File: config.mk
export PLATFORM = sky130hd
export DESIGN_NAME = gcd_arbiter
export DESIGN_NICKNAME = d
export VERILOG_FILES = /design/src/rtl/gcd_pkg.sv /design/src/rtl/rr_arbiter.sv /design/src/rtl/gcd_arbiter.sv
export SDC_FILE = /design/constraint.sdc
export NUM_CORES = 1
export LEC_CHECK = 0
export ABC_AREA = 1
export CORE_AREA = 2 2 119 86
export DETAILED_ROUTE_END_ITERATION = 8
export DIE_AREA = 0 0 121 88
export DONT_BUFFER_PORTS = 1
export SLEW_MARGIN = 10
export SYNTH_ARGS = -nofsm -noshare
export SYNTH_HDL_FRONTEND = slang
export SYNTH_SLANG_ARGS = --single-unit
File: constraint.sdc
create_clock -name clk -period 2.35 [get_ports clk]
set_clock_uncertainty 0.2 [all_clocks]
set_input_delay 0.705 -clock clk [delete_from_list [all_inputs] [get_ports clk]]
set_output_delay 0.705 -clock clk [all_outputs]
set_load 0.05 [all_outputs]
File: src/rtl/gcd_pkg.sv
// gcd_pkg: state encoding, default operand width and id-width helper shared by gcd_arbiter.
package gcd_pkg;
  localparam int GCD_W = 16;
  typedef enum logic [1:0] {IDLE, LOAD, RUN, RESP} state_t;
  function automatic int id_w(input int n);
    return (n > 1) ? $clog2(n) : 1;
  endfunction
endpackage

File: src/rtl/rr_arbiter.sv
// rr_arbiter: combinational round-robin pick of the first set req at or after ptr, wrapping modulo N.
module rr_arbiter
  import gcd_pkg::*;
#(
  parameter int N  = 4,
  parameter int IW = id_w(N)
) (
  input  logic [N-1:0]  req,
  input  logic [IW-1:0] ptr,
  output logic [N-1:0]  gnt,
  output logic [IW-1:0] idx
);
  // Scan from the far end so the candidate nearest the pointer overwrites the rest.
  always_comb begin
    idx = '0;
    for (int k = N - 1; k >= 0; k--)
      if (req[IW'((int'(ptr) + k) % N)]) idx = IW'((int'(ptr) + k) % N);
    gnt = N'(|req) << idx;
  end
endmodule

File: src/rtl/gcd_arbiter.sv
// gcd_arbiter: round-robin front end sharing one multi-cycle GCD core among N requesters.
// Define GCD_TIMEOUT_EN to add a RUN watchdog that aborts a run with err after TMO cycles.
module gcd_arbiter
  import gcd_pkg::*;
#(
  parameter int W   = GCD_W,
  parameter int N   = 4,
  parameter int TMO = 1024,
  localparam int IW = id_w(N)
) (
  input  logic          clk,
  input  logic          rst,
  input  logic [N-1:0]  req,
  input  logic [N*W-1:0] op_a,
  input  logic [N*W-1:0] op_b,
  output logic [N-1:0]  ack,
  output logic [W-1:0]  res,
  output logic [IW-1:0] res_id,
  output logic          err,
  output logic          busy,
  output logic          core_start,
  output logic [W-1:0]  core_a,
  output logic [W-1:0]  core_b,
  input  logic          core_done,
  input  logic [W-1:0]  core_r
);
  if (N < 2 || N > 8 || TMO < 2) begin : g_bad_cfg
    $error("gcd_arbiter: N must be 2..8 and TMO at least 2");
  end
  state_t        state_q, state_d;
  logic [IW-1:0] id_q, id_d, ptr_q, ptr_d, win_idx;
  logic [N-1:0]  win_gnt;
  logic [W-1:0]  a_q, a_d, b_q, b_d, res_q, res_d;
  logic          tmo;
  rr_arbiter #(.N(N), .IW(IW)) u_rr (.req(req), .ptr(ptr_q), .gnt(win_gnt), .idx(win_idx));
`ifdef GCD_TIMEOUT_EN
  localparam int CW = $clog2(TMO);
  logic [CW-1:0] cnt_q, cnt_d;
  logic          err_q, err_d;
  assign tmo = (cnt_q == CW'(TMO - 1));
  assign err = err_q;
`else
  assign tmo = 1'b0;
  assign err = 1'b0;
`endif
  always_comb begin
    state_d = state_q;
    id_d    = id_q;
    ptr_d   = ptr_q;
    a_d     = a_q;
    b_d     = b_q;
    res_d   = res_q;
`ifdef GCD_TIMEOUT_EN
    err_d   = err_q;
    cnt_d   = (state_q == RUN) ? cnt_q + 1'b1 : '0;
`endif
    case (state_q)
      IDLE: if (|req) begin
        state_d = LOAD;
        id_d    = win_idx;
        for (int i = 0; i < N; i++)
          if (win_gnt[i]) begin
            a_d = op_a[i*W +: W];
            b_d = op_b[i*W +: W];
          end
      end
      LOAD: state_d = RUN;
      RUN: if (core_done || tmo) begin
        state_d = RESP;
        res_d   = core_done ? core_r : '0;
`ifdef GCD_TIMEOUT_EN
        err_d   = !core_done;
`endif
      end
      RESP: begin
        state_d = IDLE;
        ptr_d   = (id_q == IW'(N - 1)) ? '0 : id_q + 1'b1;
      end
      default: state_d = IDLE;
    endcase
  end
  always_ff @(posedge clk or negedge rst) begin
    if (!rst) begin
      state_q <= IDLE;
      id_q    <= '0;
      ptr_q   <= '0;
      a_q     <= '0;
      b_q     <= '0;
      res_q   <= '0;
    end else begin
      state_q <= state_d;
      id_q    <= id_d;
      ptr_q   <= ptr_d;
      a_q     <= a_d;
      b_q     <= b_d;
      res_q   <= res_d;
    end
  end
`ifdef GCD_TIMEOUT_EN
  always_ff @(posedge clk or negedge rst) begin
    if (!rst) begin
      cnt_q <= '0;
      err_q <= 1'b0;
    end else begin
      cnt_q <= cnt_d;
      err_q <= err_d;
    end
  end
`endif
  assign busy       = (state_q != IDLE);
  assign core_start = (state_q == RUN);
  assign ack        = (state_q == RESP) ? N'(1) << id_q : '0;
  assign res_id     = id_q;
  assign res        = res_q;
  assign core_a     = a_q;
  assign core_b     = b_q;
endmodule

==> impl_metrics.tcl <==
set metrics [dict create \
    run_status "completed" \
    fmax_mhz 442 \
    h-tree-depth 2 \
    hold_violations 0 \
    critical-path-top-delay-family "flip-flops" \
    diodes 0 \
    fp-row-count 30 \
    synth-compound-area-share_pct 9.58 \
    crit_slowest_cell "dfrtp_2" \
    worstHoldPathType "input pin to asynchronous set/reset pin" \
    worstMarginPinSlew_ns 0.544 \
    start_kind "flop" \
    required_ns 1.44 \
    final.period_utilization_pct 96.4 \
    coreArea_sq_mm 0.00950 \
    grt_pass1_wl_microns 18900 \
    drtIter0Drc 273 \
    die_height_microns 88 \
    cp_cell_sequence "inv_1 -> ha_1 -> nand2_1 -> clkinvlp_4" \
    numCtsBuffers 5 \
    multi_input_area_sq_mm 0.00209 \
    drc_errors 0 \
    fin_ws_ns 0.0854 \
    ys_seq_area_share_pct 34.6 \
    fillers 953 \
    slowest_delay_ns 0.42 \
    area_delta_synth_final_pct 23.2 \
    tns_ns 0 \
    synth.area.mux_share_pct 4.62 \
    synthSimpleGateAreaFrac_pct 32.3 \
    die_x_microns 121 \
    slew_viol_final 0 \
    syn_inst 578 \
    drive_gt1_share_pct 19.8 \
    track_usage_pct 23.0 \
    firstDrtPassIters 4 \
    top_usage_layer "met2" \
    insertion_delay_ns 0.29 \
    path_clk_slew_ns 0.07 \
    synthesis.nets 737 \
    synth.distinct_cells 27 \
    cts-root-buf "clkbuf_16" \
    num_vias 3799 \
    routed_wl_microns 12800 \
    cp_num_buf_inv 2 \
    grtUsageMet2_pct 37.8 \
    die_area_sq_mm 0.0106 \
    port_buffers 0 \
    grt_setup_unrepaired "true" \
    wl_per_cell_microns 17.6 \
    grt_max_degree 55 \
    min_period_ns 2.26 \
    grt_pass1_vias 3727 \
    routed_via_density 5.22 \
    place.gp.congestion 0.919 \
    critPathArrivalTime_ns 1.36 \
    synth_top_family_by_area "simple AND/OR/NAND/NOR gates" \
    setup_viol_count_final 0 \
    final_common_cell "nand2_1" \
    hpwl_microns 9040 \
    boundaryPins 208 \
    grt_use_met1_pct 29.7 \
    yosys.area_share.adder_pct 2.56 \
    ys_ff_latch 54 \
    regArea_sq_mm 0.00135 \
    place_ws_ns -0.160 \
    drv_cap 0 \
    ant_nets 0 \
    grt.overflow.total 0 \
    tritoncts_num_sinks 54 \
    endpoint_kind "output port" \
    nNetsFinal 758 \
    yosys.area_share.xor_xnor_pct 0 \
    met3_usage_pct 7.29 \
    ys_warn_count 0 \
    avgSynthCellArea_sq_um 6.75 \
    cp_max_fo 6 \
    tritoncts "yes" \
    maxSlewHeadroom_pct 63.7 \
    antenna_found_initial 0 \
    synth_area_sq_mm 0.00390 \
    clk_path_buf_depth 2 \
    criticalPathCategory "flop to output port" \
    layout_common_cells "nand2_1 (174), inv_1 (108), dfrtp_1 (52), a21oi_1 (33), nand4_1 (32)" \
    initial_core_util_pct 41.1 \
]
## final cells by class
class,count,area share [%]
well taps,128,3.33
repair buffers,45,12.3
clock inverters,3,0.936
flip-flops and latches,54,28.1
clock buffers,5,2.60
multi-input cells,377,43.4
inverters,116,9.31
## per-layer routing
metal  vias up  part of all wire, %
li1       1849                    -
met2       192                   46
met3        17                  9.9
met4         0                  1.7
met1      1741                   43
met5         -                    0
## stage by stage
step                      hold WS (ns)  std cells  instance area (sq um)  utilization (%)
after global placement           0.211        705                   4220             44.4
after global routing            0.0717        728                   4810             50.7
after CTS                       0.0762        715                   4430             46.6
after detailed placement         0.211        705                   4220             44.4
after floorplan                  0.209        578                   3900                -
final                           0.0637        728                   4810             50.7
## kinds of logic (layout without fill, tap and decap cells)
kind of cell / after synthesis / in the layout
DFF: 54 / 54
buffers and inverters: 148 / 169
other: 1 / 1
and+or+nand+nor: 277 / 278
adders and majority gates: 8 / 8
muxes: 16 / 16
AOI/OAI and AO/OA: 74 / 74
## cell usage after synthesis
cell	count	area, sq um
nand2_1	190	713
inv_1	110	413
dfrtp_1	54	1350
nand3_1	36	180
a21oi_1	33	165
nand4_1	32	200
o21ai_1	31	155
mux2_2	16	180
buf_2	12	60.1
o21ai_0	9	45.0
ha_1	8	100
clkbuf_1	7	26.3
buf_6	6	67.6
nor2_1	5	18.8
buf_4	4	30.0
nand2_2	4	25.0
buf_1	3	11.3
inv_2	3	11.3
nand2_4	3	33.8
nand3_4	3	52.6
clkinv_1	2	7.51
nand3_2	2	20.0
conb_1	1	3.75
inv_4	1	6.26
nor2_4	1	11.3
nor4_1	1	6.26
o21a_2	1	8.76
## flip-flops by register name (all words and copies together), names as in the netlist
name,cells
core_a,16
core_b,16
res,16
ptr_q,2
res_id,2
state_q,2
## timing repair
item,4_1_cts,5_1_grt
gates resized for setup,1,54
hold buffers,1,0
setup endpoints to repair,20,34
hold endpoints to repair,54,0
pin swaps,0,16
setup buffers,0,10
cloned,1,3
## path summary, 6_finish.rpt
path	from	endpoint	slack, ns	depth (start not counted)
max in group asynchronous	rst	res_id[0]	1.63	1
setup / recovery	res_id[0]	ack[0]	0.09	4
min in group clk	state_q[0]	state_q[0]	0.34	2
hold reg to reg	state_q[0]	state_q[0]	0.34	2
hold / removal	rst	state_q[0]	0.06	1
setup reg to reg	ptr_q[0]	core_a[3]	0.10	14
Power is left out: the tool's default activity adds up to more than one toggle a clock period on the data nets, which glitch-free logic cannot reach.
